$ cat src/rtl/uart_pkg.sv
// Shared UART definitions: baud divisor table, frame bit levels, RX FSM states.
// Used by both the RX and TX sides.
package uart_pkg;

    localparam int DIV_W = 13;

    localparam logic [DIV_W-1:0] DIV_9600   = 13'd5207;
    localparam logic [DIV_W-1:0] DIV_19200  = 13'd2603;
    localparam logic [DIV_W-1:0] DIV_38400  = 13'd1301;
    localparam logic [DIV_W-1:0] DIV_57600  = 13'd867;
    localparam logic [DIV_W-1:0] DIV_115200 = 13'd433;

    localparam logic START_BIT = 1'b0;
    localparam logic STOP_BIT  = 1'b1;

    typedef enum logic [2:0] {
        IDLE,
        START,
        DATA,
        PARITY,
        STOP
    } rx_state_e;

    function automatic logic [DIV_W-1:0] baud_div(input logic [2:0] sel);
        case (sel)
            3'd1:    return DIV_19200;
            3'd2:    return DIV_38400;
            3'd3:    return DIV_57600;
            3'd4:    return DIV_115200;
            default: return DIV_9600;
        endcase
    endfunction

endpackage

$ cat src/rtl/uart_rx_sync.sv
// Metastability synchronizer for the serial line plus falling-edge detector.
// Flops reset to 1 so an idle-high line never looks like a start edge.
module uart_rx_sync #(
    parameter int STAGES = 2
) (
    input  logic clk_i,
    input  logic rst_ni,
    input  logic rx_i,
    output logic rx_o,
    output logic fall_o
);

    logic [STAGES-1:0] sync_q;
    logic              prev_q;

    always_ff @(posedge clk_i or negedge rst_ni) begin
        if (!rst_ni) begin
            sync_q <= '1;
            prev_q <= 1'b1;
        end else begin
            sync_q <= {sync_q[STAGES-2:0], rx_i};
            prev_q <= sync_q[STAGES-1];
        end
    end

    assign rx_o   = sync_q[STAGES-1];
    assign fall_o = prev_q & ~sync_q[STAGES-1];

endmodule

$ cat src/rtl/uart_byte_rx.sv
// UART byte receiver with 3-sample majority vote per bit and break handling.
// Define UART_RX_PARITY_EN to expect an even-parity bit before the stop bit.
module uart_byte_rx #(
    parameter int SYNC_STAGES = 2
) (
    input  logic       Clk,
    input  logic       Rst_n,
    input  logic       Rs232_Rx,
    input  logic [2:0] baud_set,
    output logic [7:0] data_byte,
    output logic       Rx_Done,
    output logic       Parity_Err,
    output logic       Frame_Err,
    output logic       uart_state
);

    import uart_pkg::*;

    logic rx;
    logic fall;

    uart_rx_sync #(
        .STAGES (SYNC_STAGES)
    ) u_sync (
        .clk_i  (Clk),
        .rst_ni (Rst_n),
        .rx_i   (Rs232_Rx),
        .rx_o   (rx),
        .fall_o (fall)
    );

    rx_state_e        state_q, state_d;
    logic [DIV_W-1:0] cnt_q, cnt_d;
    logic [DIV_W-1:0] dr_q, dr_d;
    logic [DIV_W-1:0] half;
    logic [2:0]       bit_q, bit_d;
    logic [7:0]       shift_q, shift_d;
    logic [7:0]       data_q, data_d;
    logic [1:0]       smp_q, smp_d;
    logic             armed_q, armed_d;
    logic             done_q, done_d;
    logic             ferr_q, ferr_d;
    logic             busy_q, busy_d;
`ifdef UART_RX_PARITY_EN
    logic             par_q, par_d;
    logic             perr_q, perr_d;
`endif
    logic             at_s0, at_s1, at_vote, at_end;
    logic             vote;

    // cnt_q counts Clk cycles since the synchronized bit boundary
    assign half    = dr_q >> 1;
    assign at_s0   = (cnt_q == half - 13'd1);
    assign at_s1   = (cnt_q == half);
    assign at_vote = (cnt_q == half + 13'd1);
    assign at_end  = (cnt_q == dr_q);
    assign vote    = (smp_q[0] & smp_q[1]) | (smp_q[0] & rx) | (smp_q[1] & rx);

    always_comb begin
        state_d = state_q;
        cnt_d   = cnt_q;
        dr_d    = dr_q;
        bit_d   = bit_q;
        shift_d = shift_q;
        data_d  = data_q;
        smp_d   = smp_q;
        armed_d = armed_q;
        done_d  = 1'b0;
        ferr_d  = ferr_q;
        busy_d  = busy_q;
`ifdef UART_RX_PARITY_EN
        par_d   = par_q;
        perr_d  = perr_q;
`endif
        if (state_q != IDLE) begin
            cnt_d = at_end ? '0 : cnt_q + 13'd1;
            if (at_s0) smp_d[0] = rx;
            if (at_s1) smp_d[1] = rx;
        end
        unique case (state_q)
            IDLE: begin
                cnt_d = '0;
                if (rx) armed_d = 1'b1;
                if (fall && armed_q) begin
                    // edge was seen one cycle after the synchronized boundary
                    state_d = START;
                    cnt_d   = 13'd1;
                    dr_d    = baud_div(baud_set);
                    busy_d  = 1'b1;
                end
            end
            START: begin
                if (at_vote && vote != START_BIT) begin
                    state_d = IDLE;
                    cnt_d   = '0;
                    busy_d  = 1'b0;
                end else if (at_end) begin
                    state_d = DATA;
                end
            end
            DATA: begin
                if (at_vote) shift_d = {vote, shift_q[7:1]};
                if (at_end) begin
                    bit_d = bit_q + 3'd1;
                    if (bit_q == 3'd7) begin
`ifdef UART_RX_PARITY_EN
                        state_d = PARITY;
`else
                        state_d = STOP;
`endif
                    end
                end
            end
`ifdef UART_RX_PARITY_EN
            PARITY: begin
                if (at_vote) par_d = vote ^ (^shift_q);
                if (at_end) state_d = STOP;
            end
`endif
            STOP: begin
                if (at_vote) begin
                    // leave mid-stop-bit so a back-to-back start is caught
                    state_d = IDLE;
                    cnt_d   = '0;
                    done_d  = 1'b1;
                    data_d  = shift_q;
                    ferr_d  = (vote != STOP_BIT);
                    armed_d = (vote == STOP_BIT);
                    busy_d  = 1'b0;
`ifdef UART_RX_PARITY_EN
                    perr_d  = par_q;
`endif
                end
            end
            default: begin
                state_d = IDLE;
                cnt_d   = '0;
                busy_d  = 1'b0;
            end
        endcase
    end

    always_ff @(posedge Clk or negedge Rst_n) begin
        if (!Rst_n) begin
            state_q <= IDLE;
            cnt_q   <= '0;
            dr_q    <= '0;
            bit_q   <= '0;
            shift_q <= '0;
            data_q  <= '0;
            smp_q   <= '0;
            armed_q <= 1'b1;
            done_q  <= 1'b0;
            ferr_q  <= 1'b0;
            busy_q  <= 1'b0;
`ifdef UART_RX_PARITY_EN
            par_q   <= 1'b0;
            perr_q  <= 1'b0;
`endif
        end else begin
            state_q <= state_d;
            cnt_q   <= cnt_d;
            dr_q    <= dr_d;
            bit_q   <= bit_d;
            shift_q <= shift_d;
            data_q  <= data_d;
            smp_q   <= smp_d;
            armed_q <= armed_d;
            done_q  <= done_d;
            ferr_q  <= ferr_d;
            busy_q  <= busy_d;
`ifdef UART_RX_PARITY_EN
            par_q   <= par_d;
            perr_q  <= perr_d;
`endif
        end
    end

    assign data_byte  = data_q;
    assign Rx_Done    = done_q;
    assign Frame_Err  = ferr_q;
    assign uart_state = busy_q;
`ifdef UART_RX_PARITY_EN
    assign Parity_Err = perr_q;
`else
    assign Parity_Err = 1'b0;
`endif

endmodule
$ cat config.mk
export PLATFORM = sky130hd
export DESIGN_NAME = uart_byte_rx
export DESIGN_NICKNAME = d
export VERILOG_FILES = /design/src/rtl/uart_pkg.sv /design/src/rtl/uart_rx_sync.sv /design/src/rtl/uart_byte_rx.sv
export SDC_FILE = /design/constraint.sdc
export NUM_CORES = 1
export LEC_CHECK = 0
export BUFFER_PORTS_ARGS = -buffer_cell sky130_fd_sc_hd__buf_2
export CAP_MARGIN = 20
export CORE_UTILIZATION = 40
export CTS_BUF_LIST = sky130_fd_sc_hd__clkbuf_4 sky130_fd_sc_hd__clkbuf_8
export DETAILED_ROUTE_END_ITERATION = 12
export MAX_ROUTING_LAYER = met4
export RECOVER_POWER = 100
export SYNTH_ARGS = -nofsm -noshare
export SYNTH_HDL_FRONTEND = slang
export SYNTH_SLANG_ARGS = --single-unit
$ cat constraint.sdc
create_clock -name Clk -period 3.4 [get_ports Clk]
set_clock_uncertainty 0.2 [all_clocks]
set_input_delay 0.51 -clock Clk [delete_from_list [all_inputs] [get_ports Clk]]
set_output_delay 0.51 -clock Clk [all_outputs]
set_load 0.02 [all_outputs]
Word-level counts from Yosys, hierarchy flattened
Cells that the tools add are included.
{"block": "classes", "n_addsub": 4, "n_eq_ne": 19, "mux": 23, "n_bitwise": 9, "n_reduce_logical": 14}
{"op": "13-bit one-hot mux with 4 select lines", "n": 2}
{"op": "13-bit 2-to-1 mux", "n": 4}
{"op": "13-bit == test", "n": 3}
{"op": "3-bit 2-to-1 mux", "n": 6}
{"op": "12-bit by 1-bit adder with 13-bit output (second input constant)", "n": 1}
{"op": "13-bit by 1-bit adder with 13-bit output (second input constant)", "n": 1}
{"op": "13-bit by 12-bit == test with 1-bit output", "n": 1}
{"op": "12-bit by 1-bit subtractor with 13-bit output (second input constant)", "n": 1}
{"op": "3-bit one-hot mux with 4 select lines", "n": 1}
{"op": "2-bit AND reduction", "n": 6}
{"op": "2-bit != test (second input constant)", "n": 5}
{"op": "3-bit by 2-bit == test with 1-bit output (second input constant)", "n": 3}
{"op": "3-bit == test (second input constant)", "n": 3}
{"op": "1-bit 2-to-1 mux", "n": 8}
{"op": "3-bit by 1-bit == test with 1-bit output (second input constant)", "n": 2}
{"op": "5-bit AND reduction", "n": 1}
{"op": "1-bit bitwise AND", "n": 4}
{"op": "1-bit one-hot mux with 4 select lines", "n": 1}
{"op": "4-bit AND reduction", "n": 1}
{"op": "3-bit by 1-bit adder with 3-bit output (second input constant)", "n": 1}
{"op": "3-bit zero test", "n": 1}
{"op": "3-bit != test (second input constant)", "n": 1}
{"op": "1-bit inverter", "n": 3}
{"op": "3-bit AND reduction", "n": 1}
{"op": "6 further kinds", "n": 8}
{"block": "totals", "reg_bits": 57, "inputBits": 6, "out_inout_bits": 12, "word_cells": 83}

Longest topological paths before layout
Gate-level depths: netlist of the first run.
{"block": "depth", "word_depth": 6, "ltp_mapped": 11, "ltp_nobuf": 9}

By module
From an unflattened synthesis of the first run, not the netlist that was laid out.
{"block": "hier_totals", "cells_unflattened": 345, "hier_area_um2": 3424.5}
{"module": "uart_byte_rx", "instances": 1, "cells_per_inst": 341, "area_per_inst_um2": 3331.9, "seq_area_each_um2": 1302.5}
{"module": "uart_rx_sync", "instances": 1, "cells_per_inst": 4, "area_per_inst_um2": 92.6, "seq_area_each_um2": 78.8}

Least setup slack after synthesis of the first run
No wires, ideal clock.
{"block": "synth_timing", "kind": "register -> register", "start": "register dr_q[1]", "end": "register ferr_q, in the netlist Frame_Err", "setup_ns": 0.125, "arrival_ns": 2.383, "t_required_ns": 3.075, "slack_ns": 0.692, "stages_incl_launch_ff": 10, "path_buffers": 2, "period_less_slack_ns": 2.708, "cell_sequence": "dfrtp_1 > buf_2 > nand2_2 > or2_1 > or4_1 > a22oi_2 > nand4_2 > or2_1 > buf_6 > mux2_4"}
{"block": "synth_between", "elab_chain_len": 3}
{"item": "from (decl)", "line": "uart_byte_rx.sv:34", "rtl": "logic [DIV_W-1:0] dr_q, dr_d;"}
{"item": "from (signal assigned)", "line": "uart_byte_rx.sv:163", "rtl": "dr_q <= dr_d;"}
{"item": "12-bit by 1-bit adder with 13-bit output", "line": "uart_byte_rx.sv:55", "rtl": "assign at_vote = (cnt_q == half + 13'd1);"}
{"item": "13-bit == test", "line": "uart_byte_rx.sv:55"}
{"item": "2-bit AND reduction (no line)"}
{"item": "to (signal assigned)", "line": "uart_byte_rx.sv:170", "rtl": "ferr_q <= ferr_d;"}
{"item": "to (decl)", "line": "uart_byte_rx.sv:42", "rtl": "logic ferr_q, ferr_d;"}
No other way between the ends.
A chain may end at the register's enable or synchronous reset.

Worst setup path in the final report of the first run
{"block": "layout_timing", "start": "register dr_q[1]", "end": "register data_q[4], in the netlist data_byte[4]"}
{"block": "layout_between", "elab_chain_len": 3}
{"item": "12-bit by 1-bit adder with 13-bit output", "line": "uart_byte_rx.sv:55"}
{"item": "13-bit == test", "line": "uart_byte_rx.sv:55"}
{"item": "2-bit AND reduction (no line)"}
{"item": "to (signal assigned)", "line": "uart_byte_rx.sv:166", "rtl": "data_q <= data_d;"}
{"item": "to (decl)", "line": "uart_byte_rx.sv:38", "rtl": "logic [7:0] data_q, data_d;"}
No other way between the ends.

==> results of run 1 <==
## flip-flops by register name, summed over array words and instances, names as in the netlist, 2 cells and up
name / cells
bit_q: 3
data_byte: 8
smp_q: 2
u_sync.sync_q: 2
dr_q: 11
cnt_q: 13
state_q: 3
shift_q: 8
## cell families (layout without fill, tap and decap cells)
group	count (synthesis)	count (layout)	synth area share, %
multiplexers	25	25	9.614
AND/OR/NAND/NOR	130	130	19.86
adder cells (fa/ha/maj)	5	5	1.856
buffers and inverters	36	48	4.900
other	1	1	0.1113
AO/OA/AOI/OAI	58	58	10.73
flip-flops	55	55	40.98
XOR/XNOR	46	46	11.95
## per-stage QoR
step | util (%) | instances | setup WS (ns) | area, µm² | hold WS [ns]
2_1_floorplan | - | 356 | 0.6921 | 3371 | 0.01441
3_3_place_gp | 43.59 | 465 | 0.3726 | 3563 | 0.1454
3_5_place_dp | 43.59 | 465 | 0.3025 | 3563 | 0.1492
4_1_cts | 45.00 | 473 | 0.3027 | 3679 | 0.07509
5_1_grt | 44.41 | 473 | 0.06653 | 3631 | 0.06921
6_report | 44.41 | 473 | 0.2038 | 3631 | 0.07976
## final cells by class
type,count,area share (%)
clock buffer,5,1.895
clock inverter,3,1.275
inverter,9,0.9304
multi-input combinational,265,49.83
sequential,55,38.04
timing repair buffer,31,4.411
tap,105,3.618
## metal layers
metal,part of all wire [%],vias up
met5,0,-
met4,1.2,0
met3,5.2,12
met2,44,66
met1,49,1254
li1,-,1259
## power by group
part / internal [mW] / leakage, nW / switching, mW / total, mW
logic: 0.426 / 0.798 / 0.548 / 0.974
clock network: 0.222 / 0.0548 / 0.225 / 0.447
registers: 0.743 / 0.714 / 0.196 / 0.938
total: 1.39 / 1.57 / 0.968 / 2.36
## cells in the final DEF, fill, tap and decap left out, types with 3 or more instances in the layout
master    netlist  layout
nor3b_1         3       3
a21o_1          3       3
mux2_4          9       8
nor2b_1         6       6
ha_1            5       5
nor4_1         10      10
or3_1           5       5
nand4_1        10      11
xnor2_1        25      25
or4_1           3       3
nand2_1        24      24
o21a_1          3       3
buf_4           2      10
clkbuf_8        0       5
o211ai_1        3       3
a21oi_1        11      11
nor2_1         31      31
nand3_1        13      13
dfstp_2         4       3
dfrtp_1        51      51
nor3_1          7       7
and3_1          3       3
nand2b_1        6       6
inv_1           9       9
xor2_1         21      21
mux2_2         13      13
o22ai_1         3       3
o21ai_0        23      23
clkbuf_1       15      16
buf_2           6       4
## worst min path at each step
stage	start	endpoint	slack, ns	depth (start not counted)
2_1_floorplan	Rst_n	Frame_Err	0.01	0
3_3_place_gp	u_sync.sync_q[0]	u_sync.sync_q[1]	0.15	0
3_5_place_dp	u_sync.sync_q[0]	u_sync.sync_q[1]	0.15	0
4_1_cts	Rs232_Rx	u_sync.sync_q[0]	0.08	1
5_1_grt	Rs232_Rx	u_sync.sync_q[0]	0.07	1
6_report	Rs232_Rx	u_sync.sync_q[0]	0.08	1
==> flow_metrics.py, run 1 <==
metrics = {
    "flow_run": {
        "drv_cap": 1,
    },
    "global_routing": {
        "grt_pass1_vias": 2593,
        "grt_usage_pct": 19.09,
        "grt_overflow_total": 0,
        "top_usage_layer": "met2",
        "antenna_found_initial": 0,
        "grt_max_degree": 44,
        "met1_usage_pct": 27.04,
        "grt_pass1_wl_mm": 12.70,
        "grt_use_met3_pct": 2.508,
        "grt.met2_usage_pct": 28.47,
    },
    "clocking": {
        "clockBufferDepth": 2,
        "cts_made_buffers": 5,
        "cts.sinks": 55,
        "cts_tree": "yes",
        "cts_max_level": 2,
        "hold_buffers": 0,
        "clk-insertion-delay-late_ns": 0.31,
        "clk_pin_slew_worst_paths_ns": 0.10,
        "cts_setup_buffers": 0,
        "root_buffer": "clkbuf_8",
        "cts-resized-gates": 0,
    },
    "die": {
        "num_io_pins": 18,
        "coreArea_um2": 8175,
        "dieArea_um2": 8798,
        "floorplan.initialDensity_pct": 41.23,
        "die_w_um": 93.80,
        "die_h_um": 93.80,
        "num_rows": 33,
    },
    "setup_path": {
        "crit_path_start": "dr_q[1]",
        "crit_path_top_delay_cell": "or4_1",
        "crit_type": "reg2reg",
        "r2r_slack_ns": 0.20,
        "cp.arrival_ns": 3.21,
        "crit_fanout": 10,
        "cp.required_ns": 3.41,
        "path_delay_family": "simple AND/OR/NAND/NOR gates",
        "critPathBufInv": 0,
        "crit_top_cell": "nand4_1",
        "cp-start-kind": "flop",
        "cp.depth": 7,
        "crit_path_end_kind": "flop",
        "reg2regPathDepth": 7,
        "rr_endpoint": "data_byte[4]",
        "crit_chain": "ha_1 > nand4_1 > or4_1 > a22oi_1 > nand4_1 > or2_1 > mux2_1",
        "slowest_delay_ns": 0.55,
        "endpoint": "data_byte[4]",
        "reg2reg_from": "dr_q[1]",
    },
    "synth": {
        "yosysTopAreaCellShare_pct": 37.86,
        "yosysMostFrequentCell": "dfrtp_1",
        "yosysTopAreaCell": "dfrtp_1",
        "ys_types": 51,
        "synth.area.top_cells": "dfrtp_1 (38%), xnor2_1 (6.5%), xor2_1 (5.5%), mux2_2 (4.3%), mux2_4 (4.0%)",
        "synth_warnings": 0,
        "yosysSeqAreaShare_pct": 40.98,
        "ys_seq_elements": 55,
        "avgSynthCellArea_um2": 9.468,
        "syn_inst": 356,
        "synthArstFlopShare_pct": 100.0,
        "synth_enable_flop_cells": 0,
        "synth_ff_type": "dfrtp_1",
        "syn-cell-area_um2": 3371,
        "yosys-top-cells-count": "dfrtp_1 (51), nor2_1 (31), xnor2_1 (25)",
        "syn-num-nets": 367,
    },
    "sta": {
        "finalSetupViolCount": 0,
        "fmax_mhz": 312.9,
        "post-route-period-util_pct": 94.00,
        "setup_total_negative_slack_ns": 0,
        "grt_setup_unrepaired": "false",
        "worst_pin_slew_ns": 2.215,
        "final_hold_viol_count": 0,
        "max_slew_margin_pct": -47.69,
        "period_minus_slack_ns": 3.196,
        "slew_viol_final": 44,
    },
    "placed_design": {
        "gp_routability_congestion": 0.9442,
        "dp_hpwl_mm": 5.456,
        "port_buffers": 16,
    },
    "power": {
        "max-vdd-ir-drop_mv": 0.4366,
        "leakagePower_nw": 1.567,
        "totalPowerFinal_mw": 2.359,
        "power_density_nw_per_um2": 649.7,
    },
    "outcome": {
        "violations": "capacitance limit, slew limit",
        "outcome": "finished with violations",
    },
    "cells_and_area": {
        "fillerInstances": 813,
        "areaGrowthSynthToFinish_pct": 7.721,
        "register_area_um2": 1381,
        "multi_input_area_um2": 1809,
        "antenna_cells": 0,
        "drive_gt1_share_pct": 14.40,
        "nets": 378,
    },
    "routing": {
        "post_drt_wl_per_cell_um": 15.62,
        "drt_wl_total_mm": 7.388,
        "via_per_inst": 5.478,
        "route.detailed.drc": 0,
        "firstDrtPassIters": 5,
        "vias": 2591,
        "drt-initial-drc-count": 192,
        "drtAntennaViolNets": 0,
    },
    "worst_hold_path": {
        "min_path_type": "in2reg",
    },
}
Power figures use the tool's default switching activity.
==> run 2: changes to the inputs <==
CORE_ASPECT_RATIO = 0.5   (was default)
CTS_CLUSTER_SIZE = 24   (was default)
==> run 2 against run 1 <==
  * The flow now finishes without violations
  * Utilization up 0.18 points
  * Non-clock buffer count unchanged
  * Die area up 0.26%
  * Largest cell class unchanged
  * Highest routed layer unchanged
  * First-iteration DRC count up 47%
  * Sequential power down 1%
  * Count of clock-buffer cells in the layout unchanged
  * Register-to-register slack better by 0.08 ns
  * Setup slack better by 0.079 ns
  * Critical path depth unchanged
==> flow_metrics.py, run 2 (synthesis gave the netlist of run 1 again) <==
metrics = {
    "placed_design": {
        "dp_hpwl_mm": 6.085,
        "gp_routability_congestion": 0.9143,
        "port_buffers": 16,
    },
    "global_routing": {
        "grt_pass1_vias": 2613,
        "grt_usage_pct": 20.29,
        "grt_pass1_wl_mm": 13.47,
        "grt_overflow_total": 0,
        "grt_max_degree": 35,
        "antenna_found_initial": 0,
    },
    "setup_path": {
        "slowest_delay_ns": 0.56,
        "crit_chain": "ha_1 > nand4_1 > or4_1 > a22oi_2 > nand4_2 > or2_1 > mux2_1",
        "crit_type": "reg2reg",
        "crit_fanout": 10,
        "path_delay_family": "simple AND/OR/NAND/NOR gates",
        "rr_endpoint": "Frame_Err",
        "r2r_slack_ns": 0.28,
        "critPathBufInv": 0,
        "crit_path_top_delay_cell": "or4_1",
        "cp.required_ns": 3.41,
        "reg2regPathDepth": 7,
        "cp.arrival_ns": 3.12,
        "cp-start-kind": "flop",
        "reg2reg_from": "dr_q[1]",
        "crit_path_end_kind": "flop",
    },
    "flow_run": {
        "drv_cap": 0,
    },
    "worst_hold_path": {
        "hold_end": "u_sync.sync_q[0]",
        "min_delay_path_depth": 1,
        "min_path_type": "in2reg",
        "hold_path_startpoint": "Rs232_Rx",
    },
    "die": {
        "num_rows": 23,
        "floorplan.initialDensity_pct": 41.68,
        "num_io_pins": 18,
        "die_w_um": 131.8,
        "coreArea_um2": 8087,
        "dieArea_um2": 8820,
        "die_h_um": 66.91,
    },
    "clocking": {
        "cts.sinks": 55,
        "clk-insertion-delay-late_ns": 0.32,
        "cts_tree": "yes",
        "cts_setup_buffers": 0,
        "cts_max_level": 2,
        "cts_made_buffers": 5,
        "clk_pin_slew_worst_paths_ns": 0.11,
        "clockBufferDepth": 2,
        "hold_buffers": 1,
        "cts-resized-gates": 0,
        "root_buffer": "clkbuf_8",
    },
    "sta": {
        "post-route-period-util_pct": 91.69,
        "max_slew_margin_pct": 23.97,
        "period_minus_slack_ns": 3.117,
        "finalSetupViolCount": 0,
        "setup_total_negative_slack_ns": 0,
        "grt_setup_unrepaired": "false",
        "worst_pin_slew_ns": 1.140,
        "fmax_mhz": 320.8,
        "slew_viol_final": 0,
        "final_hold_viol_count": 0,
        "fin_hold_ws_ns": 0.07344,
    },
    "routing": {
        "wl_met2_mm": 3.524,
        "drt_wl_total_mm": 8.003,
        "drt-initial-drc-count": 282,
        "route.detailed.drc": 0,
        "dr_wl_met3_um": 465,
        "drtAntennaViolNets": 0,
        "post_drt_wl_per_cell_um": 16.67,
        "wl_met1_mm": 3.967,
        "via_per_inst": 5.417,
        "firstDrtPassIters": 4,
        "vias": 2600,
        "highest_layer": "met4",
    },
    "power": {
        "switchingPower_mw": 1.007,
        "leakagePower_nw": 1.549,
        "power_density_nw_per_um2": 646.8,
        "pwr-share-comb_pct": 43.1,
        "clkPwrFrac_pct": 17.1,
        "internal-power_mw": 1.326,
        "max-vdd-ir-drop_mv": 0.2401,
        "power_frac_seq_pct": 39.8,
        "p_sw_share_pct": 43.16,
    },
    "cells_and_area": {
        "top_regs": "cnt_q x13, dr_q x11",
        "layout_common_cells": "dfrtp_1 (51), nor2_1 (31), xnor2_1 (25)",
        "antenna_cells": 0,
        "top_register": "cnt_q",
        "nets": 378,
        "largest_reg_flops": 13,
        "drive_gt1_share_pct": 12.77,
        "areaGrowthSynthToFinish_pct": 6.979,
        "final_common_cell": "dfrtp_1",
    },
    "outcome": {
        "outcome": "complete, no violations",
    },
}
run 2: power groups by stage:
stage	registers (mW)	logic [mW]	clock network, mW
floorplan	0.817	0.847	0
global placement	0.941	0.993	0
detailed placement	0.942	1.00	0
CTS	0.928	1.01	0.414
global route	0.947	1.11	0.439
finish	0.929	1.00	0.399
run 2: how the worst max path moves through the flow:
stage / start / end / cells past startpoint
after floorplan: dr_q[1] / Frame_Err / 9
after global placement: dr_q[1] / data_byte[1] / 7
after detailed placement: dr_q[1] / data_byte[0] / 7
after CTS: dr_q[1] / Frame_Err / 7
after global routing: dr_q[1] / Frame_Err / 7
final: dr_q[1] / Frame_Err / 7
run 2: area by class of cell:
type | instances | area [µm²]
clock buffers | 5 | 68.82
repair buffers | 31 | 163.9
well taps | 112 | 140.1
inverters | 9 | 33.78
fillers | 789 | 4481
clock inverters | 3 | 27.53
multi-input cells | 265 | 1790
flip-flops and latches | 55 | 1381
run 2: per-stage QoR:
stage | power, mW | cells | instance area (µm²) | utilization [%] | setup slack, ns
3_5_place_dp | 1.943 | 471 | 3565 | 44.08 | 0.2571
2_1_floorplan | 1.664 | 356 | 3371 | - | 0.6921
4_1_cts | 2.350 | 480 | 3671 | 45.40 | 0.2307
6_report | 2.332 | 480 | 3606 | 44.59 | 0.2827
3_3_place_gp | 1.934 | 471 | 3565 | 44.08 | 0.3319
5_1_grt | 2.500 | 480 | 3606 | 44.59 | 0.06867
run 2: metal layers:
metal  track usage, %  up-vias
met2            31.68       67
met4            4.797        0
li1                 -     1258
met5                -        -
met3            3.044        6
met1            27.82     1269
